--- src/rtl/llc_input_sched.sv ---
// llc_input_sched: per-transaction input scheduler for the LLC pipeline.
// Picks one source per IDLE cycle by fixed priority (REQ/DMA round-robin),
// pops the winning channel, pulses decode_en, holds the grant until
// process_done, and owns the rst/flush set-walk counter.
module llc_input_sched #(
    parameter int unsigned SETS     = 1024,
    parameter int unsigned SET_BITS = $clog2(SETS)
) (
    input  logic                clk,
    input  logic                rst,
    input  logic                rst_in_valid,
    input  logic                rsp_in_valid,
    input  logic                req_in_valid,
    input  logic                dma_req_in_valid,
    input  logic                rst_stall,
    input  logic                flush_stall,
    input  logic                req_stall,
    input  logic                req_in_stalled_valid,
    input  logic                recall_pending,
    input  logic                dma_read_pending,
    input  logic                dma_write_pending,
    input  logic                is_dma_resume,
    input  logic                process_done,
    output logic                rst_in_ready,
    output logic                rsp_in_ready,
    output logic                req_in_ready,
    output logic                dma_req_in_ready,
    output logic                decode_en,
    output logic [6:0]          grant,
    output logic [SET_BITS-1:0] walk_set,
    output logic                walk_done
);

    typedef enum logic [1:0] {
        IDLE,
        DECODE,
        BUSY
    } state_t;

    // Grant bit positions, highest priority first.
    localparam int unsigned SRC_RST   = 0;
    localparam int unsigned SRC_RSP   = 1;
    localparam int unsigned SRC_STALL = 2;
    localparam int unsigned SRC_DRES  = 3;
    localparam int unsigned SRC_WALK  = 4;
    localparam int unsigned SRC_REQ   = 5;
    localparam int unsigned SRC_DMA   = 6;

    localparam logic [SET_BITS-1:0] LAST_SET = SET_BITS'(SETS - 1);

    state_t     state;
    logic       rr_ptr;       // 0: CPU request wins the next tie, 1: DMA wins
    logic [6:0] elig;
    logic [6:0] pick;
    logic       pick_tie;
    logic       walk_active;
    logic       dma_pending;
    logic       new_ok;
    logic       launch;

    // Per-source eligibility; while a recall is outstanding only responses pass.
    always_comb begin
        walk_active = rst_stall | flush_stall;
        dma_pending = dma_read_pending | dma_write_pending;
        new_ok      = !walk_active && !req_stall && !recall_pending && !dma_pending;

        elig            = '0;
        elig[SRC_RST]   = rst_in_valid && !walk_active && !recall_pending;
        elig[SRC_RSP]   = rsp_in_valid;
        elig[SRC_STALL] = req_in_stalled_valid && !req_stall && !recall_pending;
        elig[SRC_DRES]  = is_dma_resume && !recall_pending;
        elig[SRC_WALK]  = walk_active && !recall_pending;
        elig[SRC_REQ]   = req_in_valid && new_ok;
        elig[SRC_DMA]   = dma_req_in_valid && new_ok;
    end

    // Fixed-priority pick; REQ and DMA share the lowest slot via rr_ptr.
    always_comb begin
        pick     = '0;
        pick_tie = 1'b0;
        if (elig[SRC_RST]) begin
            pick[SRC_RST] = 1'b1;
        end else if (elig[SRC_RSP]) begin
            pick[SRC_RSP] = 1'b1;
        end else if (elig[SRC_STALL]) begin
            pick[SRC_STALL] = 1'b1;
        end else if (elig[SRC_DRES]) begin
            pick[SRC_DRES] = 1'b1;
        end else if (elig[SRC_WALK]) begin
            pick[SRC_WALK] = 1'b1;
        end else if (elig[SRC_REQ] && elig[SRC_DMA]) begin
            pick_tie = 1'b1;
            if (rr_ptr) begin
                pick[SRC_DMA] = 1'b1;
            end else begin
                pick[SRC_REQ] = 1'b1;
            end
        end else if (elig[SRC_REQ]) begin
            pick[SRC_REQ] = 1'b1;
        end else if (elig[SRC_DMA]) begin
            pick[SRC_DMA] = 1'b1;
        end
    end

    // Pop strobes are combinational in the IDLE cycle that issues the grant.
    always_comb begin
        launch           = (state == IDLE) && !rst && (pick != '0);
        rst_in_ready     = launch && pick[SRC_RST];
        rsp_in_ready     = launch && pick[SRC_RSP];
        req_in_ready     = launch && pick[SRC_REQ];
        dma_req_in_ready = launch && pick[SRC_DMA];
    end

    // Scheduler FSM with registered grant/decode_en and the set-walk counter.
    always_ff @(posedge clk) begin
        if (rst) begin
            state     <= IDLE;
            grant     <= '0;
            decode_en <= 1'b0;
            rr_ptr    <= 1'b0;
            walk_set  <= '0;
            walk_done <= 1'b0;
        end else begin
            walk_done <= 1'b0;
            case (state)
                IDLE: begin
                    if (pick != '0) begin
                        grant     <= pick;
                        decode_en <= 1'b1;
                        state     <= DECODE;
                        // Only a contested REQ/DMA grant hands the tie to the other side.
                        if (pick_tie) begin
                            rr_ptr <= pick[SRC_REQ];
                        end
                        if (pick[SRC_RST]) begin
                            walk_set <= '0;
                        end
                    end
                end
                DECODE: begin
                    decode_en <= 1'b0;
                    state     <= BUSY;
                end
                BUSY: begin
                    if (process_done) begin
                        grant <= '0;
                        state <= IDLE;
                        if (grant[SRC_WALK]) begin
                            if (walk_set == LAST_SET) begin
                                walk_set  <= '0;
                                walk_done <= 1'b1;
                            end else begin
                                walk_set <= walk_set + SET_BITS'(1);
                            end
                        end
                    end
                end
                default: begin
                    state     <= IDLE;
                    grant     <= '0;
                    decode_en <= 1'b0;
                end
            endcase
        end
    end

endmodule

--- config.mk ---
export PLATFORM = sky130hd
export DESIGN_NAME = llc_input_sched
export DESIGN_NICKNAME = d
export VERILOG_FILES = /design/src/rtl/llc_input_sched.sv
export SDC_FILE = /design/constraint.sdc
export NUM_CORES = 1
export LEC_CHECK = 0
export CORE_MARGIN = 4
export CORE_UTILIZATION = 40
export CTS_CLUSTER_SIZE = 30
export DETAILED_ROUTE_END_ITERATION = 10
export MAX_ROUTING_LAYER = met4
export PLACE_DENSITY = 0.72
export SLEW_MARGIN = 10
export SYNTH_ARGS = -nofsm -noshare
export SYNTH_HDL_FRONTEND = slang
export SYNTH_SLANG_ARGS = --single-unit
--- constraint.sdc ---
create_clock -name clk -period 4.6 [get_ports clk]
set_input_delay 0.92 -clock clk [delete_from_list [all_inputs] [get_ports clk]]
set_output_delay 0.92 -clock clk [all_outputs]
set_load 0.02 [all_outputs]
## Word level (Yosys, flattened, before mapping)

Index checks and enable logic that the tools add are counted.

| word-level totals | value |
|---|---|
| logic and storage cells | 89 |
| output and inout port bits | 23 |
| register bits after elaboration | 22 |
| input bits | 15 |

| cells by class | value |
|---|---|
| mux-type cells | 37 |
| equal/unequal tests | 7 |
| reduce and logical (&&, ||, !) cells | 32 |
| bitwise operators | 6 |
| add/sub/neg operators | 1 |

Operators by type and width:

| operator | count |
|---|---|
| $mux 10 | 5 |
| $pmux 7 s3 | 1 |
| $pmux 10 s2 | 1 |
| $logic_and 1x1->1 | 18 |
| $mux 1 | 18 |
| $mux 7 | 2 |
| $add 10x1->10 const B | 1 |
| $eq 10x10->1 const B | 1 |
| $mux 2 | 4 |
| $reduce_bool 7->1 | 1 |
| $mux 6 | 1 |
| $ne 2x2->1 const B | 3 |
| $pmux 2 s3 | 1 |
| $reduce_and 3->1 | 2 |
| $logic_not 1->1 | 5 |
| $mux 5 | 1 |
| $reduce_and 5->1 | 1 |
| $mux 4 | 1 |
| $not 1->1 | 4 |
| $reduce_and 2->1 | 2 |
| $reduce_or 4->1 | 1 |
| $mux 3 | 1 |
| $eq 2x1->1 const B | 1 |
| $eq 2x2->1 const B | 1 |
| 5 further kinds | 6 |

## Logic depth before layout (Yosys ltp)

| depth | value |
|---|---|
| depth in word-level cells | 17 |
| depth in mapped cells | 6 |
| depth with buffers taken out | 6 |

## Worst setup path before layout

No wires, ideal clock.

| timing path | value |
|---|---|
| path kind | in2out |
| from | input port rst |
| to | output port dma_req_in_ready |
| stages | 4 |
| slack | 1.820 ns |
| arrival time | 1.860 ns |
| path buffers | 0 |
| required time | 3.680 ns |
| path through | or3_4 nor2_2 nand2_1 nor3_2 |

| on the way | value |
|---|---|
| longest elaborated chain between the ends | 4 |

Ends and longest elaborated chain:

| item | RTL line | RTL |
|---|---|---|
| from (decl) | 10 | `input logic rst,` |
| $logic_not 1->1 | 107 | `launch = (state == IDLE) && !rst && (pick != '0);` |
| $logic_and 1x1->1 (2 in a row) | 107 |  |
| $logic_and 1x1->1 | 111 | `dma_req_in_ready = launch && pick[SRC_DMA];` |
| to (decl) | 27 | `output logic dma_req_in_ready,` |

Every way passes these cells.

## Worst setup path after layout

| timing path | value |
|---|---|
| from | input port recall_pending |
| to | output port rst_in_ready |

| on the way | value |
|---|---|
| longest elaborated chain between the ends | 15 |
| elaborated cells between the ends (all ways) | 26 |
| those cells by class | mux (13); reduce/logical (13) |

Ends and longest elaborated chain:

| item | RTL line | RTL |
|---|---|---|
| from (decl) | 19 | `input logic recall_pending,` |
| $logic_not 1->1 * | - |  |
| $logic_and 1x1->1 (2 in a row) | 65 | `new_ok = !walk_active && !req_stall && !recall_pending && !dma_pending;` |
| $logic_and 1x1->1 | 74 | `elig[SRC_DMA] = dma_req_in_valid && new_ok;` |
| $mux 1 | 100 | `end else if (elig[SRC_DMA]) begin` |
| $mux 1 | 98 | `end else if (elig[SRC_REQ]) begin` |
| $mux 2 | 91 | `end else if (elig[SRC_REQ] && elig[SRC_DMA]) begin` |
| $mux 2 | 89 | `end else if (elig[SRC_WALK]) begin` |
| $mux 3 | 87 | `end else if (elig[SRC_DRES]) begin` |
| $mux 4 | 85 | `end else if (elig[SRC_STALL]) begin` |
| $mux 5 | 83 | `end else if (elig[SRC_RSP]) begin` |
| $mux 6 | 81 | `if (elig[SRC_RST]) begin` |
| $reduce_bool 7->1 | 107 |  |
| $logic_and 1x1->1 | 107 |  |
| $logic_and 1x1->1 * | 108 | `rst_in_ready = launch && pick[SRC_RST];` |
| to (decl) | 24 | `output logic rst_in_ready,` |

Every way passes the cells marked *; elsewhere a longest branch is shown, timed or not.

==> impl_metrics.py <==
metrics = {
    "global_routing": {
        "grt_overflow": 0,
        "grt_max_degree": 14,
        "grt_first_pass_wirelength_mm": 4.91,
        "grt_antenna_before_repair": 0,
        "grt.total_usage_pct": 17.9,
        "grt_pass1_vias": 1168,
    },
    "finish": {
        "instances_no_fill": 202,
        "drive_gt1_share_pct": 10.5,
        "fin_util_pct": 61.7,
        "n_fill_cell": 244,
        "syn2layout_area_growth_pct": 41.5,
        "nets": 189,
        "insertedDiodeCount": 0,
    },
    "placed_design": {
        "dp_cells": 198,
        "gp_congestion": 0.893,
        "detailed_place_hpwl_mm": 2.14,
        "port_buffers": 37,
    },
    "clock_tree": {
        "cts-root-buf": "clkbuf_4",
        "insertion_delay_ns": 0.31,
        "cts_buffers": 3,
        "postCtsHoldBufs": 0,
        "post_cts_resized": 0,
        "cts_sinks": 22,
        "clk_path_buf_depth": 2,
        "cts_max_level": 1,
        "post_cts_buffers": 0,
        "cts_tree": "done",
        "cts.clk_slew.worst_paths_ns": 0.13,
    },
    "die": {
        "initial_core_util_pct": 43.6,
        "rows": 18,
        "die_w_um": 60.9,
        "io_pins": 38,
        "core_area_um2": 2570,
        "die_area_um2": 3710,
        "die_y_um": 60.9,
    },
    "setup_path": {
        "cp_max_fo": 5,
        "start_kind": "input port",
        "required_ns": 3.68,
        "worst_setup_path_end_kind": "primary output",
        "path_class": "input port to primary output",
        "worst-endpoint-arrival_ns": 3.03,
    },
    "logic_synthesis": {
        "ys_warn_count": 0,
        "synthCells": 131,
        "yosysTopAreaCell": "dfxtp_1",
        "yosysUniqueCellTypes": 40,
        "synth_seq_area_share_pct": 39.3,
        "synth_area_leaders": "dfxtp_1 (39%), nand2_1 (6.0%), nor2_1 (5.0%)",
        "avgSynthCellArea_um2": 8.55,
        "synth.top_cell.area_share_pct": 39.3,
        "synth_seq_cells": 22,
        "synthesis.nets": 147,
        "synth_area_um2": 1120,
    },
    "routing": {
        "avgViaCountPerCell": 5.58,
        "drt-pass1-iter-count": 4,
        "post_drt_wl_per_cell_um": 14.2,
        "wl_mm": 2.88,
        "drtIter0Drc": 75,
        "ant_nets": 0,
        "drc_errors": 0,
        "routed-via-count": 1128,
    },
    "timing": {
        "fin_skew_ns": 0.00481,
        "whs_ns": 0.473,
        "maxSlewViolCount": 0,
        "tightestPinTransition_ns": 0.381,
        "fin_crit_sh_pct": 86.0,
        "setup_tns_ns": 0,
        "finalHoldViolations": 0,
        "fmax_ghz": 0.253,
        "setup_viol": 0,
        "slew_headroom_pct": 74.5,
        "layout_min_cycle_time_ns": 3.95,
        "rsz0062_at_grt": "false",
    },
    "power": {
        "power.net_switching_mw": 0.101,
        "p_comb_share_pct": 14.8,
        "powerDensity_nw_per_um2": 262,
        "irDropWorstVdd_uv": 205,
        "power.internal_mw": 0.313,
        "switching_share_pct": 24.4,
        "p_leak_nw": 0.587,
        "pwr-share-seq_pct": 48.5,
        "p_clk_share_pct": 36.7,
    },
    "outcome": {
        "status": "completed",
    },
    "run": {
        "drv_cap": 0,
    },
    "hold_path": {
        "min_path_type": "flip-flop to flip-flop",
    },
}
-- per-stage QoR --
| stage | cell area (um^2) | power (mW) | setup WS, ns |
|---|---|---|---|
| after floorplan | 1120 | 0.235 | 1.82 |
| after global placement | 1530 | 0.264 | 0.742 |
| after detailed placement | 1530 | 0.266 | 0.706 |
| after CTS | 1580 | 0.418 | 0.650 |
| after global routing | 1580 | 0.432 | 0.464 |
| final | 1580 | 0.414 | 0.646 |
-- layer usage --
metal | vias to the layer above | GRT usage, % | share of wire [%]
met4 | 0 | 3.72 | 0.56
met1 | 513 | 19.3 | 42
li1 | 559 | - | -
met3 | 2 | 4.68 | 8.1
met5 | - | - | 0
met2 | 54 | 32.8 | 49
-- critical path: stages --
cell,delay (ns)
clkdlybuf4s50_1,0.54
nor2_1,0.25
nand3_1,0.13
o211ai_2,0.27
nor2b_1,0.18
and2_1,0.14
clkdlybuf4s50_1,0.61
-- Yosys cell counts, drive strengths merged --
library cell and count:
nor2 17, o211ai 1, or2b 1, nand2 18, inv 2, nor4 2
clkbuf 1, nand4 2, nand2b 3, o21ai 6, nor3 4, a32o 1
nor3b 1, nor4b 1, nor2b 4, and4b 1, and2 2, or2 2
xor2 2, a22o 1, a21o 6, a41oi 1, o31ai 1, and3 2
a21oi 9, o22ai 1, and4 1, ha 1, a31oi 4, a22oi 1
nand3b 1, or3 2, dfxtp 22, o2bb2ai 1, nand3 6
-- path summary, 6_finish.rpt --
| path | startpoint | slack, ns | cells past startpoint | to |
|---|---|---|---|---|
| worst max-delay path | recall_pending | 0.65 | 7 | rst_in_ready |
| worst min register to register | grant[6]$_SDFFE_PP0P_ | 0.47 | 1 | grant[6]$_SDFFE_PP0P_ |
| worst min-delay path | grant[6]$_SDFFE_PP0P_ | 0.47 | 1 | grant[6]$_SDFFE_PP0P_ |
| worst max register to register | walk_set[1]$_SDFFE_PP0P_ | 2.85 | 6 | walk_set[9]$_SDFFE_PP0P_ |
-- placed cells by master, fill, tap and decap left out, drive strengths merged, types with 4 or more instances in the layout --
master,netlist,routed
nand2,18,18
a21oi,9,9
dfxtp,22,22
a31oi,4,4
a21o,6,6
nor2,17,17
nor2b,4,4
clkdlybuf4s50,0,37
nor3,4,4
o21ai,6,6
nand3,6,6
-- logic make-up (layout without fill, tap and decap cells) --
logic type	Yosys count	after routing	synth area share [%]
xor gates and xnor gates	2	2	1.56
and+or+nand+nor	70	70	36.6
DFF	22	22	39.3
AOI/OAI and AO/OA	33	33	20.3
adders and majority gates	1	1	1.12
buffers and inverters	3	44	1.01
-- power groups by stage --
stage	clock network, mW	registers (mW)	logic [mW]
2_1_floorplan	0	0.207	0.0274
3_3_place_gp	0	0.205	0.0600
3_5_place_dp	0	0.205	0.0607
4_1_cts	0.155	0.201	0.0616
5_1_grt	0.163	0.202	0.0669
6_report	0.152	0.201	0.0615
-- area by class of cell --
type	instances	area, um^2	area share [%]
multi-input combinational	106	668	42.2
sequential	22	440	27.8
timing repair buffer	38	378	23.9
tap	30	37.5	2.37
clock inverter	1	30.0	1.90
clock buffer	3	22.5	1.42
inverter	2	7.51	0.474
-- registers in the layout, summed over array words and instances, names as in the netlist --
signal and flops:
grant 7, state 2, decode_en 1, walk_set 10
rr_ptr 1, walk_done 1
Power figures use the tool's default switching activity.
